--- config.mk ---
export PLATFORM = sky130hd
export DESIGN_NAME = uart_receiver
export DESIGN_NICKNAME = d
export VERILOG_FILES = /design/src/rtl/uart_receiver.sv
export SDC_FILE = /design/constraint.sdc
export NUM_CORES = 1
export LEC_CHECK = 0
export ABC_AREA = 1
export BUFFER_PORTS_ARGS = -buffer_cell sky130_fd_sc_hd__clkbuf_2
export CAP_MARGIN = 40
export CORE_UTILIZATION = 55
export CTS_CLUSTER_SIZE = 40
export DETAILED_ROUTE_END_ITERATION = 6
export PLACE_DENSITY = 0.8
export SKIP_LAST_GASP = 1
export SLEW_MARGIN = 10
export SYNTH_ARGS = -nofsm -noshare
export SYNTH_HDL_FRONTEND = slang
export SYNTH_SLANG_ARGS = --single-unit
--- constraint.sdc ---
create_clock -name clk_100MHz -period 4.15 [get_ports clk_100MHz]
set_input_delay 0.415 -clock clk_100MHz [delete_from_list [all_inputs] [get_ports clk_100MHz]]
set_output_delay 0.415 -clock clk_100MHz [all_outputs]
set_load 0.01 [all_outputs]
--- src/rtl/uart_receiver.sv ---
// UART receiver: 16x-oversampled, LSB-first frames with DBITS data bits and SB_TICK-tick stop period.
// Define UART_RX_PARITY_EN to expect one even-parity bit after the data bits.
module uart_receiver #(
    parameter int DBITS   = 8,
    parameter int SB_TICK = 16
) (
    input  logic             clk_100MHz,
    input  logic             reset_n,
    input  logic             sample_tick,
    input  logic             rx,
    output logic [DBITS-1:0] data_out,
    output logic             data_ready,
    output logic             frame_error,
    output logic             parity_error,
    output logic [2:0]       fsm_state
);

    // The tick counter widens only when the stop period exceeds 16 ticks (2 stop bits).
    localparam int TW = (SB_TICK > 16) ? $clog2(SB_TICK) : 4;
    localparam int NW = $clog2(DBITS);

    typedef enum logic [2:0] {
        IDLE   = 3'd0,
        START  = 3'd1,
        DATA   = 3'd2,
`ifdef UART_RX_PARITY_EN
        PARITY = 3'd3,
`endif
        STOP   = 3'd4
    } state_t;

    state_t           state;
    state_t           state_next;
    logic             rx_meta;
    logic             rx_s;
    logic [TW-1:0]    tick_q;
    logic [NW-1:0]    bit_q;
    logic [DBITS-1:0] shreg;
    logic             par_err_q;
    logic             stop_done;
    logic             word_ok;
    logic             frame_bad;
    logic             par_bad;

    assign fsm_state = state;

    // State register
    always_ff @(posedge clk_100MHz) begin
        if (!reset_n) begin
            state <= IDLE;
        end else begin
            state <= state_next;
        end
    end

    // Next-state logic
    always_comb begin
        state_next = state;
        case (state)
            IDLE:  if (!rx_s) state_next = START;
            START: if (sample_tick && tick_q == TW'(7)) state_next = rx_s ? IDLE : DATA;
            DATA: begin
                if (sample_tick && tick_q == TW'(15) && bit_q == NW'(DBITS - 1)) begin
`ifdef UART_RX_PARITY_EN
                    state_next = PARITY;
`else
                    state_next = STOP;
`endif
                end
            end
`ifdef UART_RX_PARITY_EN
            PARITY: if (sample_tick && tick_q == TW'(15)) state_next = STOP;
`endif
            STOP:  if (sample_tick && tick_q == TW'(SB_TICK - 1)) state_next = IDLE;
            default: state_next = IDLE;
        endcase
    end

    // Output decode: the frame verdict is taken on the stop-bit sample tick.
    always_comb begin
        stop_done = (state == STOP) && sample_tick && (tick_q == TW'(SB_TICK - 1));
        word_ok   = stop_done && rx_s && !par_err_q;
        frame_bad = stop_done && !rx_s;
        par_bad   = stop_done && par_err_q;
    end

    // Synchronizer, counters, shift register and registered output pulses
    always_ff @(posedge clk_100MHz) begin
        if (!reset_n) begin
            rx_meta      <= 1'b1;
            rx_s         <= 1'b1;
            tick_q       <= '0;
            bit_q        <= '0;
            shreg        <= '0;
            data_out     <= '0;
            data_ready   <= 1'b0;
            frame_error  <= 1'b0;
            parity_error <= 1'b0;
        end else begin
            rx_meta      <= rx;
            rx_s         <= rx_meta;
            data_ready   <= word_ok;
            frame_error  <= frame_bad;
            parity_error <= par_bad;
            if (word_ok) data_out <= shreg;

            case (state)
                IDLE: begin
                    tick_q <= '0;
                    bit_q  <= '0;
                end
                START: begin
                    if (sample_tick) tick_q <= (tick_q == TW'(7)) ? '0 : tick_q + 1'b1;
                    bit_q <= '0;
                end
                DATA: begin
                    if (sample_tick) begin
                        if (tick_q == TW'(15)) begin
                            tick_q <= '0;
                            shreg  <= {rx_s, shreg[DBITS-1:1]};
                            bit_q  <= bit_q + 1'b1;
                        end else begin
                            tick_q <= tick_q + 1'b1;
                        end
                    end
                end
                STOP: begin
                    if (sample_tick) tick_q <= (tick_q == TW'(SB_TICK - 1)) ? '0 : tick_q + 1'b1;
                end
                default: begin
                    if (sample_tick) tick_q <= (tick_q == TW'(15)) ? '0 : tick_q + 1'b1;
                end
            endcase
        end
    end

`ifdef UART_RX_PARITY_EN
    // Even parity: the parity bit equals the XOR of the data bits.
    always_ff @(posedge clk_100MHz) begin
        if (!reset_n) begin
            par_err_q <= 1'b0;
        end else if (state == IDLE) begin
            par_err_q <= 1'b0;
        end else if (state == PARITY && sample_tick && tick_q == TW'(15)) begin
            par_err_q <= (rx_s != ^shreg);
        end
    end
`else
    assign par_err_q = 1'b0;
`endif

endmodule

==> key figures <==
Logic synthesis
  • Post-synthesis cell count: between 150 and 200
  • Most frequent cell after synthesis: dfxtp_1
  • Seq/Total Area, Yosys: 0.4660
  • Average cell area after synthesis: around 8 um2
  • Area leader, netlist: dfxtp_1
  • Commonest cells in the netlist: dfxtp_1 (30), nor2_1 (27), o21ai_1 (18)
  • Synth Cell Area: around 0.0013 mm2
  • Ys flop type: dfxtp_1
  • Ys Warns: 0
  • Synth area leaders: dfxtp_1 (47%), nor2_1 (7.9%), o21ai_1 (7.0%)
  • Post-synth top area share: 0.4660
  • EDFF count, synth: 0
  • Number of synthesized register bits: 30
  • Syn nets: 167
  • Cell variety after synth: 33
  • Post-synth ARST share: 0

Clocking
  • Post-CTS sizing: 0
  • Hold Buf Count CTS: 0
  • CTS buffer count: 5
  • Root Driver: clkbuf_4
  • Worst skew pair latency: ~0.35 ns
  • Setup Buffers After CTS: 0
  • CTS Buffer Depth: 2
  • H-tree levels: 2
  • Clock Sinks: 30
  • CTS tree: built
  • Reg clk slew, reported paths: 0.09 ns

Min path
  • Min-Delay Path Class: in -> reg
  • Hold path depth: 2
  • Hold Path Sink: rx_meta
  • Worst hold path startpoint: rx

Drt
  • DRC violations left: 0
  • Vias: ~1,100
  • Wirelength, routed: roughly 2.4 mm
  • DR pass1 iterations: 4
  • Iteration-0 DRC Markers: 34
  • Post-DRT Antenna Nets: 0
  • DR vias/cell: between 5 and 6
  • WL/cell: approximately 12 um

Global routing
  • Initial antenna violation count: 0
  • GRT Total Usage: 0.2315
  • Gr ovfl total: 0
  • First-pass GRT wire length: between 4 and 5 mm
  • Vias in the first global route: 956
  • Largest net degree at the start of global routing: 22

Timing
  • TNS Setup: 0 ns
  • Fmax: 616.4 MHz
  • Max Slew Vio Count: 0
  • Worst hold margin: between 0.2 and 0.3 ns
  • Min Clock Period, post-route: 1.622 ns
  • Final worst-path cycle share: 0.3910
  • Setup violators final: 0
  • RSZ-0062 raised after global routing: false
  • Max Clock Skew: between 0.015 and 0.02 ns
  • Fin. Hold Viols: 0

Critical path
  • Register-to-register setup slack: about 2.5 ns
  • Crit-path cells: ha_1 -> nand2_2 -> nor2_4 -> nand2_4 -> inv_2 -> nand3_2 -> o21ai_0 -> a21oi_1
  • FF-to-FF End: data_out[7]
  • CP Capture Type: flip-flop
  • CP required: ~4.4 ns
  • R2r startpoint: tick_q[0]
  • Data arrival, critical path: between 1.5 and 2 ns
  • WS Path Type: reg -> reg
  • Slowest-stage cell, CP: dfxtp_1
  • Top delay family on crit path: simple AND/OR/NAND/NOR gates
  • Worst Setup Start Kind: flip-flop
  • Max incr delay on CP: about 0.38 ns
  • WP buf/inv: 1
  • Critical path peak fanout: 17
  • Reg2Reg Depth: 8
  • Crit path from: tick_q[0]

Floorplanning
  • Die outline height: between 50 and 60 um
  • Core ar.: 0.002212 mm2
  • Total Die Area: between 0.002 and 0.003 mm2
  • Initial core utilization: 0.5826
  • Die W: between 50 and 60 um
  • Standard-cell rows: 17
  • IO Pins: 18

Final layout
  • Filler cell count: 187
  • Final nets: about 190
  • Area of the multi-input gates: roughly 580 um2
  • Register area: around 600 um2
  • Area Overhead vs Synth: 15.53%
  • Layout cells sized above 1: 0.2500
  • # diodes: 0
  • Utilization after layout: 0.6731

Power
  • Pwr/cell area: 479.1 mW/mm2
  • VDD IR max: 0.3738 mV
  • Lkg Pwr: approximately 0.0007 uW
  • Total power: 713.4 uW

Job
  • Max-cap violations: 0

Placed design
  • Port Buf Inserts: 16
  • GPL Wtd Cong: about 0.85
  • DP HPWL: 1.670 mm

Outcome
  • Outcome: finished, final reports clean
==> through the flow <==
step / instance area, um2 / setup WS [ns] / cells
finish: 1489 / 2.528 / 208
CTS: 1489 / 2.525 / 208
global route: 1489 / 2.358 / 208
detailed placement: 1378 / 2.532 / 200
floorplan: 1289 / 2.726 / 160
global placement: 1378 / 2.597 / 200
==> state kept, by name, indices dropped and copies added, names as in the netlist <==
| name | count |
|---|---|
| data_out | 8 |
| tick_q | 4 |
| rx_meta | 1 |
| fsm_state | 3 |
| frame_error | 1 |
| bit_q | 3 |
| shreg | 8 |
| rx_s | 1 |
| data_ready | 1 |
==> final cells by class <==
| cell class | instances | area share |
|---|---|---|
| clock buffers | 6 | 0.03445 |
| clock inverters | 2 | 0.04034 |
| inverters | 21 | 0.05462 |
| multi-input cells | 105 | 0.3899 |
| flip-flops and latches | 30 | 0.4034 |
| well taps | 28 | 0.02353 |
| repair buffers | 16 | 0.05378 |
==> worst max path at each step <==
stage | to | slack, ns | depth (start not counted)
finish | data_out[7] | 2.53 | 8
global route | data_out[7] | 2.36 | 8
CTS | data_out[6] | 2.52 | 8
detailed placement | data_out[6] | 2.53 | 8
global placement | data_out[7] | 2.60 | 8
floorplan | data_out[1] | 2.73 | 9
==> report_power, final <==
group | internal [uW] | leakage, uW | switching [uW]
Clock | 204 | 0.0000585 | 105
Combinational | 32.3 | 0.000398 | 58.8
Sequential | 298 | 0.000242 | 14.9
==> logic make-up after synthesis <==
logic type               after synthesis  synth area share
buffers and inverters                 25           0.08350
adder cells (fa/ha/maj)                3           0.02913
AO/OA/AOI/OAI                         39            0.1631
other                                  1          0.002910
flip-flops                            30            0.4660
AND/OR/NAND/NOR                       61            0.2486
XOR/XNOR                               1          0.006797
==> routing by layer <==
layer	vias up	GRT usage	wire (um)
li1	564	-	-
met1	457	0.2795	1156
met2	28	0.3533	1095
met3	8	0.09394	136
met4	0	0.1157	50
met5	-	0	0
==> layout by cell type (no fill, tap or decap), types with 2 or more instances in the layout <==
master	instances
nand4_1	3
dfxtp_1	30
inv_2	6
o21ai_1	18
clkbuf_2	16
or2_2	2
ha_1	3
bufinv_16	2
nand2_1	14
a21oi_1	12
nor2_1	27
nand3_1	3
clkbuf_4	5
o21ai_0	4
a21oi_2	2
nand2_4	2
inv_1	14
Note: power is estimated with default switching activity, not from simulation.
